$ cat config.mk
export PLATFORM = sky130hd
export DESIGN_NAME = bus_arbiter
export DESIGN_NICKNAME = d
export VERILOG_FILES = /design/src/rtl/bus_arbiter_pkg.sv /design/src/rtl/bus_arbiter_round_robin_select.sv /design/src/rtl/bus_arbiter.sv
export SDC_FILE = /design/constraint.sdc
export NUM_CORES = 1
export LEC_CHECK = 0
export CORE_UTILIZATION = 50
export DETAILED_ROUTE_END_ITERATION = 8
export HOLD_SLACK_MARGIN = 0.08
export PLACE_DENSITY_LB_ADDON = 0.15
export SLEW_MARGIN = 20
export SYNTH_ARGS = -nofsm -noshare
export SYNTH_HDL_FRONTEND = slang
export SYNTH_SLANG_ARGS = --single-unit
$ cat constraint.sdc
create_clock -name clock -period 2.87 [get_ports clock]
set_input_delay 0.287 -clock clock [delete_from_list [all_inputs] [get_ports clock]]
set_output_delay 0.287 -clock clock [all_outputs]
set_load 0.05 [all_outputs]
$ cat src/rtl/bus_arbiter_pkg.sv
// Shared definitions for the system bus arbiter.
//   MAX_MASTERS : widest supported requester vector
//   TIMER_W     : width of the shared grant/busy timer
//   arb_state_t : arbiter FSM state encoding
//   clog2       : constant ceiling-log2 helper for parameter checks
package bus_arbiter_pkg;

    localparam int MAX_MASTERS = 8;
    localparam int TIMER_W     = 11;

    typedef enum logic [2:0] {
        ST_IDLE    = 3'd0,
        ST_GRANT   = 3'd1,
        ST_BUSY    = 3'd2,
        ST_ABORT1  = 3'd3,
        ST_ABORT2  = 3'd4,
        ST_RELEASE = 3'd5
    } arb_state_t;

    function automatic int clog2(input int value);
        int result;
        result = 0;
        for (int i = 0; i < 31; i++) begin
            if ((1 << i) < value) begin
                result = i + 1;
            end
        end
        return result;
    endfunction

endpackage

$ cat src/rtl/bus_arbiter_round_robin_select.sv
// Combinational round-robin picker.
//   requests : request vector, bits at or above NR_OF_MASTERS must be zero
//   last_id  : index of the previously granted master
//   valid    : at least one request present
//   winner   : first requester scanning upward from last_id+1, wrapping
module round_robin_select
    import bus_arbiter_pkg::*;
#(
    parameter int NR_OF_MASTERS = 4
) (
    input  logic [MAX_MASTERS-1:0] requests,
    input  logic [2:0]             last_id,
    output logic                   valid,
    output logic [2:0]             winner
);

    logic [3:0] idx;

    // Walk candidates from lowest to highest priority so the last hit,
    // i.e. the one nearest last_id+1, is the one that sticks.
    always_comb begin
        idx    = '0;
        winner = last_id;
        for (int k = NR_OF_MASTERS; k >= 1; k--) begin
            idx = {1'b0, last_id} + 4'(k);
            if (idx >= 4'(NR_OF_MASTERS)) begin
                idx = idx - 4'(NR_OF_MASTERS);
            end
            if (requests[idx[2:0]]) begin
                winner = idx[2:0];
            end
        end
    end

    assign valid = |requests;

endmodule

$ cat src/rtl/bus_arbiter.sv
// Shared system bus arbiter with masked round-robin priority and stall cleanup.
//   clock, reset        : system clock, asynchronous active-low reset
//   requests            : requestBus line of each master
//   beginTransactionIn  : shared bus begin strobe
//   endTransactionIn    : shared bus end strobe
//   busErrorIn          : bus error from the slaves
//   grants              : registered one-hot (or zero) busGrant vector
//   grantedId           : index of the current or last granted master
//   busErrorOut         : one-cycle error pulse on busy timeout
//   endTransactionOut   : one-cycle end pulse following busErrorOut
//
// state      | meaning
// -----------+---------------------------------------------
// ST_IDLE    | no grant, arbitrate on any request
// ST_GRANT   | grant issued, waiting for begin
// ST_BUSY    | transaction in flight
// ST_ABORT1  | busy timeout, drive busErrorOut
// ST_ABORT2  | drive endTransactionOut
// ST_RELEASE | one dead cycle with no grant
module bus_arbiter
    import bus_arbiter_pkg::*;
#(
    parameter int                     NR_OF_MASTERS      = 4,
    parameter logic [MAX_MASTERS-1:0] HIGH_PRIORITY_MASK = 8'h01,
    parameter int                     GRANT_TIMEOUT      = 16,
    parameter int                     BUSY_TIMEOUT       = 1024
) (
    input  logic                     clock,
    input  logic                     reset,
    input  logic [NR_OF_MASTERS-1:0] requests,
    input  logic                     beginTransactionIn,
    input  logic                     endTransactionIn,
    input  logic                     busErrorIn,
    output logic [NR_OF_MASTERS-1:0] grants,
    output logic [2:0]               grantedId,
    output logic                     busErrorOut,
    output logic                     endTransactionOut
);

    if (NR_OF_MASTERS < 2 || NR_OF_MASTERS > MAX_MASTERS) begin : g_bad_masters
        $error("bus_arbiter: NR_OF_MASTERS must be in 2..8");
    end
    if (GRANT_TIMEOUT < 1 || clog2(GRANT_TIMEOUT) > TIMER_W) begin : g_bad_grant_to
        $error("bus_arbiter: GRANT_TIMEOUT does not fit the timer");
    end
    if (BUSY_TIMEOUT < 1 || clog2(BUSY_TIMEOUT) > TIMER_W) begin : g_bad_busy_to
        $error("bus_arbiter: BUSY_TIMEOUT does not fit the timer");
    end

    localparam logic [TIMER_W-1:0] GRANT_LAST = TIMER_W'(GRANT_TIMEOUT - 1);
    localparam logic [TIMER_W-1:0] BUSY_LAST  = TIMER_W'(BUSY_TIMEOUT - 1);
    localparam logic [TIMER_W-1:0] TIMER_MAX  = '1;

    arb_state_t               state, state_next;
    logic [TIMER_W-1:0]       timer;
    logic [MAX_MASTERS-1:0]   req_all, req_high;
    logic                     high_valid, all_valid;
    logic [2:0]               high_winner, all_winner, winner, id_next;
    logic [NR_OF_MASTERS-1:0] grants_next;

    // Unused upper request bits stay zero so they can never win.
    always_comb begin
        req_all                      = '0;
        req_all[NR_OF_MASTERS-1:0]   = requests;
    end

    assign req_high = req_all & HIGH_PRIORITY_MASK;

    round_robin_select #(.NR_OF_MASTERS(NR_OF_MASTERS)) u_rr_high (
        .requests (req_high),
        .last_id  (grantedId),
        .valid    (high_valid),
        .winner   (high_winner)
    );

    round_robin_select #(.NR_OF_MASTERS(NR_OF_MASTERS)) u_rr_all (
        .requests (req_all),
        .last_id  (grantedId),
        .valid    (all_valid),
        .winner   (all_winner)
    );

    assign winner = high_valid ? high_winner : all_winner;

    always_comb begin
        state_next  = state;
        grants_next = grants;
        id_next     = grantedId;
        case (state)
            ST_IDLE: begin
                if (all_valid) begin
                    state_next = ST_GRANT;
                    id_next    = winner;
                    for (int i = 0; i < NR_OF_MASTERS; i++) begin
                        grants_next[i] = (winner == 3'(i));
                    end
                end
            end
            ST_GRANT: begin
                // A request drop here is expected and never revokes the grant.
                if (beginTransactionIn) begin
                    state_next = ST_BUSY;
                end else if (timer == GRANT_LAST) begin
                    state_next  = ST_RELEASE;
                    grants_next = '0;
                end
            end
            ST_BUSY: begin
                if (endTransactionIn || busErrorIn) begin
                    state_next  = ST_RELEASE;
                    grants_next = '0;
                end else if (timer == BUSY_LAST) begin
                    state_next = ST_ABORT1;
                end
            end
            ST_ABORT1: begin
                state_next = ST_ABORT2;
            end
            ST_ABORT2: begin
                state_next  = ST_RELEASE;
                grants_next = '0;
            end
            ST_RELEASE: begin
                state_next = ST_IDLE;
            end
            default: begin
                state_next  = ST_IDLE;
                grants_next = '0;
            end
        endcase
    end

    always_ff @(posedge clock or negedge reset) begin
        if (!reset) begin
            state             <= ST_IDLE;
            timer             <= '0;
            grants            <= '0;
            grantedId         <= 3'(NR_OF_MASTERS - 1);
            busErrorOut       <= 1'b0;
            endTransactionOut <= 1'b0;
        end else begin
            state             <= state_next;
            grants            <= grants_next;
            grantedId         <= id_next;
            busErrorOut       <= (state_next == ST_ABORT1);
            endTransactionOut <= (state_next == ST_ABORT2);
            if (state_next != state) begin
                timer <= '0;
            end else if (timer != TIMER_MAX) begin
                timer <= timer + 1'b1;
            end
        end
    end

endmodule

# After elaboration in Yosys (flattened, before gate mapping)

Index checks and enable logic that the tools add are counted.

Latch bits: 0
Input bits: 9
Memories: 0
Memory bits (read-only): 0
Memory bits (writable): 0
Register bits after elaboration: 23
Word-level logic and storage cells: 92

$add $sub $neg: 9
Reductions and logical operators: 8
$lt $le $gt $ge: 8
Div/mod/pow operators: 0
Eq/ne operators: 18
Shift-type cells: 0
Bitwise logic cells: 1
Mux-type cells: 42
Multipliers: 0

Operator list:

| cell                    | count |
|---|---|
| $mux W3                 | 18 |
| $bmux W1 S3             | 8 |
| $mux W11                | 2 |
| $ge A4 B3 Y1 const B    | 4 |
| $lt A3 B4 Y1 const B    | 4 |
| $mux W4                 | 4 |
| $pmux W4 S4             | 1 |
| $eq A3 B2 Y1 const B    | 5 |
| $pmux W3 S5             | 1 |
| $sub A3 B3 Y3 const B   | 4 |
| $add A11 B1 Y11 const B | 1 |
| $eq A11 B10 Y1 const B  | 1 |
| $eq A11 B4 Y1 const B   | 1 |
| $ne A11 B11 Y1 const B  | 1 |
| $eq A3 B3 Y1 const B    | 3 |
| $add A3 B2 Y4 const B   | 2 |
| $mux W1                 | 8 |
| $ne A2 B2 Y1 const B    | 4 |
| $eq A3 B1 Y1 const B    | 2 |
| $logic_not A3 Y1        | 2 |
| $reduce_and A5 Y1       | 1 |
| $add A3 B1 Y4 const B   | 1 |
| $add A3 B3 Y4 const B   | 1 |
| $reduce_or A4 Y1        | 1 |
| 6 further kinds         | 6 |

# Logic depth before layout (Yosys ltp)

Gate-level depths: netlist (run 1).

Depth after elaboration: 13
Mapped depth: 11

# Cells and area by module

A second synthesis (run 1) with hierarchy kept.

Cell total of the unflattened synthesis: 226
Area, all modules: 2037.0 um^2

Modules (own cells, without submodules):

| module             | seq. area each (um^2) | area an instance (um^2) | instances | cells each |
|---|---|---|---|---|
| bus_arbiter        | 578.1                 | 1333.8                  | 1         | 136 |
| round_robin_select | 0.0                   | 351.6                   | 2         | 45 |

# Worst setup path after synthesis (run 1)

OpenSTA, ideal clock, no wires.

Path kind: reg2reg
Start point: register grantedId[0]
End point: register grants[0]
Data arrival time: 2858 ps
Required time: 2749 ps
Setup slack: -110 ps
Cell stages (with the launch flop): 12
Period minus slack after synthesis: 2980 ps
Library setup time: 121 ps
Path buffers: 3
Cell sequence: dfstp_2 > clkbuf_2 > buf_6 > inv_1 > ha_1 > buf_6 > mux2_4 > a211o_1 > and3_4 > nor4b_4 > a211oi_2 > a32o_2

Cells in the longest elaborated chain, start to end: 13
Elaborated cells on any way between the ends: 44
Those cells by class: add/sub (8); order compare (4); mux (31); reduce/logical (1)

RTL lines:

| item                                                 | RTL line                                                                   | text |
|---|---|---|
| start, declared                                      | bus_arbiter.sv:35                                                          | `output logic [2:0] grantedId,` |
| start signal, assigned                               | bus_arbiter.sv:138                                                         | `grantedId <= 3'(NR_OF_MASTERS - 1);` |
| start signal, assigned                               | bus_arbiter.sv:144                                                         | `grantedId <= id_next;` |
| $add A3 B3 Y4                                        | bus_arbiter_round_robin_select.sv:25                                       | `idx = {1'b0, last_id} + 4'(k);` |
| $ge A4 B3 Y1 / $sub A3 B3 Y3 (equally long branches) | bus_arbiter_round_robin_select.sv:26, bus_arbiter_round_robin_select.sv:27 |  |
| $mux W3                                              | bus_arbiter_round_robin_select.sv:26                                       | `if (idx >= 4'(NR_OF_MASTERS)) begin` |
| $bmux W1 S3                                          | bus_arbiter_round_robin_select.sv:29                                       | `if (requests[idx[2:0]]) begin` |
| $mux W1 (implied by the code)                        | bus_arbiter_round_robin_select.sv:29                                       |  |
| $mux W3 (4 in series)                                | bus_arbiter_round_robin_select.sv:29                                       |  |
| $mux W3 *                                            | bus_arbiter.sv:83                                                          | `assign winner = high_valid ? high_winner : all_winner;` |
| $logic_not A3 Y1 *                                   | bus_arbiter.sv:95                                                          | `grants_next[i] = (winner == 3'(i));` |
| $mux W4 *                                            | bus_arbiter.sv:91                                                          | `if (all_valid) begin` |
| $pmux W4 S4 *                                        | bus_arbiter.sv:89                                                          | `case (state)` |
| end signal, assigned                                 | bus_arbiter.sv:143                                                         | `grants <= grants_next;` |
| end, declared                                        | bus_arbiter.sv:34                                                          | `output logic [NR_OF_MASTERS-1:0] grants,` |

Mark *: on every way between the ends. The rest lies on a longest branch, timed or not. The select of a mux whose other input is x is not followed.
A chain may end at the register's enable or synchronous reset.

# Final worst setup path (run 1)

Start point: register grantedId[1]
End point: register grants[3]

Cells in the longest elaborated chain, start to end: 13
Elaborated cells on any way between the ends: 44
Those cells by class: add/sub (8); order compare (4); eq/ne (1); mux (31)

RTL lines:

| item                                                 | RTL line |
|---|---|
| $add A3 B3 Y4                                        | bus_arbiter_round_robin_select.sv:25 |
| $ge A4 B3 Y1 / $sub A3 B3 Y3 (equally long branches) | bus_arbiter_round_robin_select.sv:26, bus_arbiter_round_robin_select.sv:27 |
| $mux W3                                              | bus_arbiter_round_robin_select.sv:26 |
| $bmux W1 S3                                          | bus_arbiter_round_robin_select.sv:29 |
| $mux W1 (implied by the code)                        | bus_arbiter_round_robin_select.sv:29 |
| $mux W3 (4 in series)                                | bus_arbiter_round_robin_select.sv:29 |
| $mux W3 *                                            | bus_arbiter.sv:83 |
| $eq A3 B2 Y1 *                                       | bus_arbiter.sv:95 |
| $mux W4 *                                            | bus_arbiter.sv:91 |
| $pmux W4 S4 *                                        | bus_arbiter.sv:89 |

Marks and branches as above.

==> metrics.txt, run 1 <==
Max H-tree Level=1; Main synth FF type=dfrtp_1; Setup TNS=0 ns; worst ir drop on vdd=0.435 mV; dpl cell area=1730 µm²; Setup WS post-layout=approximately 0.26 ns; Total Wirelength=approximately 3200 µm; Std-Cell Core Area=2830 µm²; Hold Buf Count CTS=0; detailed-route via count=around 1300; gpl congestion=~0.87; worst slack, placed=approximately 0.28 ns; PD cells=around 850 nW/µm²; clock sink count=23; CP max-delay cell=dfstp_2; Fin Hold WS=0.433 ns; CTS clock-pin slew for the worst setup and hold paths=0.15 ns; Tot GR Track Use=0.215; status=finished, violations left; Post-Layout Cell Count=about 220; Tcrit/Tclk final=0.910; Antenna Nets Post-Route=0; Ys Warns=0; CP peak stage delay=just under 0.7 ns; GR Overflow Total=0; Design Area, Final=1760 µm²; vias per inst=roughly 5.9; most common cell in the netlist=dfrtp_1; CTS tree=yes; synthesized area=1540 µm²; PortBufs=17; min cycle time layout=roughly 2.6 ns; drt initial violations=100; startpoint types=flop; die width=approximately 58 µm; Critical Path RT=3.07 ns; Post-CTS Setup Inserts=0; hpwl dp=~2400 µm; ant diodes=0; r2r setup slk=0.26 ns; largest net degree at the start of global routing=23; critical path cell sequence=inv_1 > ha_4 > mux2_4 > a211o_1 > and3_4 > nor4b_4 > a211oi_2 > a32o_2; CP Capture Type=flop; Max-slew headroom=0.424; Mapped Cells=170; CP arrival=~2.8 ns; worst-skew pair later-pin latency=~0.32 ns; Pwr Total=1.50 mW; hold crit path type=in -> async; die area=3310 µm²; fin. max-slew vios=0; area share of the largest cell type after synthesis=0.341; Ports=18; Starting Density=0.545; final setup fails=0; mean area per synthesized cell=slightly above 9 µm²; placed insts=212; Post-synth EDFFs=0; P&R area growth vs syn=14.4%; max_cap viols=0; Buf/Inv on CP=1; dominant cell type by area after synthesis=dfrtp_1; vias in the first global route=about 1200; Slew @ Worst Pin=0.864 ns; wire per inst=14.7 µm; final net count=roughly 200; Util after Layout=0.624; synth top area cells=dfrtp_1 (34%), nor2_1 (4.9%), o21ai_0 (4.2%); first-pass GRT wire length=about 5600 µm; Final Hold Fails=0; Netlist cell types=52; number of synthesized register bits=23; CTS Buf Count=3; root buffer cell=clkbuf_4; P_leak=between 0.7 and 0.8 nW; register area share after synthesis=0.375; Die Y=approximately 58 µm; unrepaired setup endpoints after global routing=no; RR Startpoint=grantedId[1]; DRC Markers=2; first-pass iteration count of the detailed router=6; violated checks=design-rule violations; most instantiated cells after synthesis=dfrtp_1 (21), nor2_1 (20), nand2_1 (16); critical path's top delay family=flip-flops; initial antenna violation count=0; Std-Cell Rows=19; share of layout cells above drive strength 1=0.167; largest fanout on the critical path=13; crit path launch=grantedId[1]; skew final=approximately 0.024 ns; CTS max path bufs=2; Fmax achieved=roughly 380 MHz; ys async rst share=1.00; Syn Nets=182; post-CTS sizing=0; worst setup path category=reg -> reg
[cells in the final DEF, fill, tap and decap left out, types with 2 or more instances in the layout]
master           count
xor2_1               5
nor3_1               6
clkbuf_4             3
clkdlybuf4s50_1     16
xnor2_1              2
nor2_1              20
and2b_2              2
and4_1               2
and3_1               2
dfrtp_1             21
a31oi_1              2
buf_4                4
a2111oi_0            2
nand3_1              6
nor2b_1              2
mux2i_1              6
and2_1               2
a21oi_1              6
nand2_1             16
a32o_2               4
o21ai_0             13
ha_1                 2
inv_1                7
dfstp_2              2
nor4_1               2
[worst register-to-register path, stage by stage (launching register included)]
cell	delay, ns
dfstp_2	0.68
inv_1	0.13
ha_4	0.34
mux2_4	0.31
a211o_1	0.22
and3_4	0.19
nor4b_4	0.27
a211oi_2	0.10
a32o_2	0.28
[per-layer routing]
layer	vias to the layer above	wire length, µm	track usage
met5	-	0	0
met4	0	19	0.0418
met3	2	113	0.0340
met2	27	1460	0.339
met1	614	1610	0.313
li1	646	-	-
[cells by family after synthesis]
family | Yosys count | share of synthesized area
flops | 23 | 0.375
buf+inv | 18 | 0.0616
xor+xnor | 7 | 0.0397
mux | 8 | 0.0560
simple gates | 67 | 0.230
compound gates | 44 | 0.214
fa+ha+maj | 3 | 0.0243
[where the power goes]
part / leakage, nW / internal (mW) / total, mW / switching, mW
sequential: 0.306 / 0.401 / 0.486 / 0.0846
clock: 0.0177 / 0.0520 / 0.154 / 0.102
combinational: 0.431 / 0.351 / 0.865 / 0.514
[layout make-up]
type,count,area (µm²)
clock buffers,3,22.5
clock inverters,1,5.00
fillers,248,1060
inverters,8,32.5
multi-input cells,129,882
flip-flops and latches,23,578
well taps,31,38.8
repair buffers,22,205
[worst paths after layout]
| kind | to | depth (start not counted) |
|---|---|---|
| setup / recovery | grants[3] | 8 |
| hold / removal | busErrorOut | 2 |
| setup reg to reg | grants[3] | 8 |
| hold reg to reg | grants[3] | 1 |
| max in group asynchronous | grantedId[1] | 3 |
| min in group clock | grants[3] | 1 |
[registers in the layout, summed over array words and instances (netlist names)]
| signal | count |
|---|---|
| timer | 11 |
| grants | 4 |
| grantedId | 3 |
| state | 3 |
| busErrorOut | 1 |
| endTransactionOut | 1 |
(Power assumes the default switching activity.)
==> run 2: changes to the inputs <==
- DONT_BUFFER_PORTS: not set -> 1
==> run 2 against run 1 <==
The flow still finishes with violations (design-rule violations). Wire length is 3.9% lower. Design area shrank 8.9%. Final cell count is 7.4% lower. Worst hold slack lost 0.21 ns. Global-route usage up 0.086 points. Register-to-register slack improved by 0.19 ns. Core utilization decreased by 5.6 points. Non-clock buffer count decreased by 16. Die area unchanged. Setup slack better by 0.19 ns. Critical endpoint unchanged. Largest power group unchanged.
==> metrics.txt, run 2 (same netlist as run 1, synthesis figures left out) <==
status=finished, violations left; violated checks=design-rule violations; max_cap viols=0; PD cells=888 nW/µm²; unrepaired setup endpoints after global routing=no; Tcrit/Tclk final=0.844; P&R area growth vs syn=4.14%; most common cell after layout, fill and taps aside=dfrtp_1; dpl cell area=between 1500 and 2000 µm²; CP arrival=around 2.7 ns; DRC Markers=2; worst setup path category=reg -> reg; Fmax achieved=between 400 and 500 MHz; first-pass iteration count of the detailed router=6; CTS max path bufs=2; die area=3310 µm²; gpl congestion=between 0.9 and 1; number of flip-flops in the largest register=11; CP Capture Type=flop; Top reg by flops=timer; Regs by FF count=timer x11, grants x4; Design Area, Final=1610 µm²; CTS tree=yes; Starting Density=0.545; CTS clock-pin slew for the worst setup and hold paths=0.13 ns; first-pass GRT wire length=between 5000 and 6000 µm; Std-Cell Rows=19; Post-CTS Setup Inserts=0; worst ir drop on vdd=roughly 0.45 mV; Ports=18; skew final=roughly 0.012 ns; fin. max-slew vios=0; clock sink count=23; wire per inst=around 15 µm; Total Wirelength=a little over 3000 µm; largest net degree at the start of global routing=24; min cycle time layout=between 2 and 2.5 ns; die width=roughly 58 µm; drt initial violations=between 100 and 150; multi-input logic area=about 880 µm²; hold crit path type=in -> reg; hpwl dp=2300 µm; most frequent cells in the layout=dfrtp_1 (21), nor2_1 (20), nand2_1 (16); Sequential cell area=a little under 600 µm²; GR Overflow Total=0; Final Hold Fails=0; Antenna Nets Post-Route=0; final setup fails=0; Critical Path RT=roughly 3.1 ns; vias in the first global route=between 1000 and 1500; detailed-route via count=roughly 1300; PortBufs=0; placed insts=around 200; filler cell count=about 270; Std-Cell Core Area=2830 µm²; vias per inst=roughly 6.2; P_leak=0.692 nW; startpoint types=flop; Max H-tree Level=1; Max-slew headroom=0.584; Tot GR Track Use=0.215; worst-skew pair later-pin latency=between 0.3 and 0.4 ns; Slew @ Worst Pin=a little over 0.6 ns; initial antenna violation count=0; share of layout cells above drive strength 1=0.182; Post-Layout Cell Count=201; root buffer cell=clkbuf_4; largest fanout on the critical path=9; Die Y=~58 µm; post-CTS sizing=0; CTS Buf Count=3; ant diodes=0; r2r setup slk=between 0.4 and 0.5 ns; final net count=between 150 and 200
## run 2: cell count changes in the layout (fill, tap and decap cells not counted)
cell             previous run  this run
clkdlybuf4s50_1            16         0
clkinv_2                    1         0
clkinvlp_4                  0         1
## run 2: layout make-up
type / count / area share
Clock buffer: 3 / 0.0140
Inverter: 8 / 0.0202
Sequential cell: 23 / 0.360
Clock inverter: 1 / 0.00467
Multi-Input combinational cell: 129 / 0.549
Tap cell: 31 / 0.0241
Timing Repair Buffer: 6 / 0.0280
## run 2: power breakdown
part           switching [mW]  internal [mW]
clock                   0.102         0.0533
combinational           0.404          0.287
sequential              0.182          0.399
## run 2: metal layers
layer / track usage / share of wire / vias to the layer above
met1: 0.288 / 0.47 / 600
li1: - / - / 612
met5: 0 / 0 / -
met3: 0.0522 / 0.056 / 6
met4: 0.0767 / 0.016 / 0
met2: 0.341 / 0.45 / 33
## run 2: per-stage QoR
stage | utilization | setup TNS, ns | setup slack, ns | power, mW | hold slack, ns
after detailed placement | 0.552 | 0 | 0.463 | 1.27 | -0.00814
after CTS | 0.566 | 0 | 0.436 | 1.44 | 0.222
final | 0.568 | 0 | 0.449 | 1.43 | 0.227
after global placement | 0.552 | 0 | 0.492 | 1.25 | -0.00817
after global routing | 0.568 | 0 | 0.349 | 1.55 | 0.253
after floorplan | - | -0.0163 | -0.0163 | 1.19 | -0.00859
## run 2: path summary, 6_finish.rpt
kind | to | from | cells after the start
max in group asynchronous | grantedId[0] | reset | 2
min in group asynchronous | timer[7] | reset | 2
setup / recovery | grants[3] | grantedId[1] | 8
hold / removal | state[1] | beginTransactionIn | 2
setup reg to reg | grants[3] | grantedId[1] | 8
hold reg to reg | timer[1] | timer[1] | 2
## run 2: worst max-delay path: stages (launching register included)
cell and delay, ns:
dfstp_2 0.55, inv_1 0.07, ha_4 0.33, mux2_4 0.31, a211o_1 0.22, and3_4 0.20
nor4b_4 0.28, a211oi_2 0.10, a32o_2 0.28
## run 2: repair_timing
| item | in CTS | in global routing |
|---|---|---|
| endpoints found under the hold margin | 23 | 21 |
| hold buffers | 1 | 1 |
| setup endpoints to repair | 0 | 0 |
==> variant (flow settings as in run 2) <==
Remove the register `busErrorOut`: a continuous assignment takes its place, so the output `busErrorOut` follows one clock earlier. Comments in the files are not updated.
--- a/src/rtl/bus_arbiter.sv
+++ b/src/rtl/bus_arbiter.sv
@@ -136,13 +136,11 @@
             timer             <= '0;
             grants            <= '0;
             grantedId         <= 3'(NR_OF_MASTERS - 1);
-            busErrorOut       <= 1'b0;
             endTransactionOut <= 1'b0;
         end else begin
             state             <= state_next;
             grants            <= grants_next;
             grantedId         <= id_next;
-            busErrorOut       <= (state_next == ST_ABORT1);
             endTransactionOut <= (state_next == ST_ABORT2);
             if (state_next != state) begin
                 timer <= '0;
@@ -152,5 +150,7 @@
         end
     end
 
+    assign busErrorOut = (state_next == ST_ABORT1);
+
 endmodule
 
Function: no difference found for any inputs over 10 cycles, from zero or initial values and one cycle with reset low; that may be too few to reach the edited logic, so the function may still have changed.
==> variant against run 2 <==
- combinational power grew 15%
- largest power group unchanged
- critical path type unchanged
- area after synthesis grew 5.8%
- die area grew 5.6%
- wire length grew 15%
- sequential power shrank 4.0%
- critical endpoint is now grants[0]$_DFFE_PN0P_
- final area grew 6.4%
- count of clock-buffer cells in the layout is the same
- sequential cell count shrank 1
- worst setup slack lost 76 ps
- power grew 11%
- via count grew 7.4%
- final cell count grew 8.0%
==> variant: results (changes against run 2) <==
status:
  status: "finished, final reports clean"
grt:
  grt_pass1_wl_um: 6182  # +13%
  met2_usage: 0.4026  # +0.06207
  grtUsageMet1: 0.2825  # -0.005440
  use_met3: 0.05022  # -0.001936
  grt_max_degree: 23  # -4.2%
  grtUsageTotal: 0.2332  # +0.01771
sta:
  worst_pin_slew_ps: 742.7  # +124.6 ps
  whs_ps: 314.9  # +88.02 ps
  fin_skew_ps: 6.201  # -5.488 ps
drt:
  drt_iter0_markers: 120  # +13%
  dr_wl_met2_um: 1879  # +35%
  wl_met3_um: 124  # -28%
  num_vias: 1343  # +7.4%
  wl_per_cell_um: 16.22  # +6.1%
  met1_length_um: 1439  # -1.1%
place:
  placedInstanceArea_sq_um: 1642  # +5.1%
  dp_slack_ps: 407.5  # -56.00 ps
  gp_congestion: 0.8805  # -11%
  placed_cells: 211  # +8.2%
  dp_hpwl_um: 2617  # +14%
power_and_ir_drop:
  switching_share: 0.4886  # +0.006805
  pwr-share-comb: 0.500  # +0.016
  clockPowerShare: 0.149  # +0.040
  leakage_uw: 0.0006809  # -1.6%
  powerComb_uw: 794  # +15%
synthesis:
  synth_area_leaders: "dfrtp_1 (31%), nor3_2 (6.1%), nand2_1 (3.9%)"
  ys_seq_area_frac: 0.3387  # -0.03600
  synth_cell_type_count: 55  # +5.8%
  netlist_top_cells_count: "dfrtp_1 (20), nand2_1 (17), nor3_2 (10), o21ai_0 (10), buf_2 (7)"
critical_path:
  path_max_fanout: 12  # +3
  rr_worst_depth: 6  # -2
  worstPathArrival_ps: 2670  # +20 ps
  rrSetupSlack_ps: 370  # -80 ps
  crit-reg2reg-launch: "grantedId[0]$_DFFE_PN1P_"
  r2r_end: "grants[0]$_DFFE_PN0P_"
clock_tree:
  clkTransAtPathRegs_ps: 130  # about the same
min_path:
  hold_path_startpoint: "endTransactionIn"
  hold_path_class: "input port to flop"
  worstHoldEndpoint: "state[2]$_DFF_PN0_"
  worst_hold_path.num_cells: 3  # +1
layout:
  nets: 186  # +1.6%
  post_route_cells_drive_above_1_share: 0.1561  # -0.02628
==> variant: changes by cell type after synthesis, sizes merged, moves of 4 or more <==
cell / change
a32o: -4
nand2b: +5
nor3: +5
a21oi: -5
nor2: -14
o31ai: +6
==> variant: layout make-up <==
type	count	area (sq um)
Fill cell	275	1369
Multi-Input combinational cell	137	992.2
Sequential cell	22	553.0
Tap cell	44	55.05
Timing Repair Buffer	5	37.54
Clock inverter	1	30.03
Clock buffer	3	22.52
Inverter	5	18.77
==> variant: cells by family (layout without fill, tap and decap cells) <==
kind of cell / after synthesis / after routing / share of synthesized area
AOI/OAI and AO/OA: 44 / 44 / 0.1916
xor gates and xnor gates: 6 / 6 / 0.03218
adders and majority gates: 3 / 3 / 0.02299
buffers and inverters: 17 / 14 / 0.05364
DFF: 22 / 22 / 0.3387
muxes: 10 / 10 / 0.07126
and+or+nand+nor: 74 / 74 / 0.2897
==> variant: worst max-delay path by stage <==
stage	from	endpoint	slack, ps	cells past startpoint
2_1_floorplan	grantedId[0]$_DFFE_PN1P_	grants[2]$_DFFE_PN0P_	320	9
5_1_grt	grantedId[0]$_DFFE_PN1P_	grants[2]$_DFFE_PN0P_	250	7
4_1_cts	grantedId[0]$_DFFE_PN1P_	grants[0]$_DFFE_PN0P_	390	6
3_3_place_gp	grantedId[0]$_DFFE_PN1P_	grants[0]$_DFFE_PN0P_	510	6
3_5_place_dp	grantedId[0]$_DFFE_PN1P_	grants[0]$_DFFE_PN0P_	410	6
6_report	grantedId[0]$_DFFE_PN1P_	grants[0]$_DFFE_PN0P_	370	6
==> variant: worst max-delay path, stage by stage (launching register included) <==
cell and delay [ps]:
dfstp_2 550, inv_1 70, ha_1 520, mux2i_1 120, o31a_1 270, o311ai_0 640
o31ai_1 190
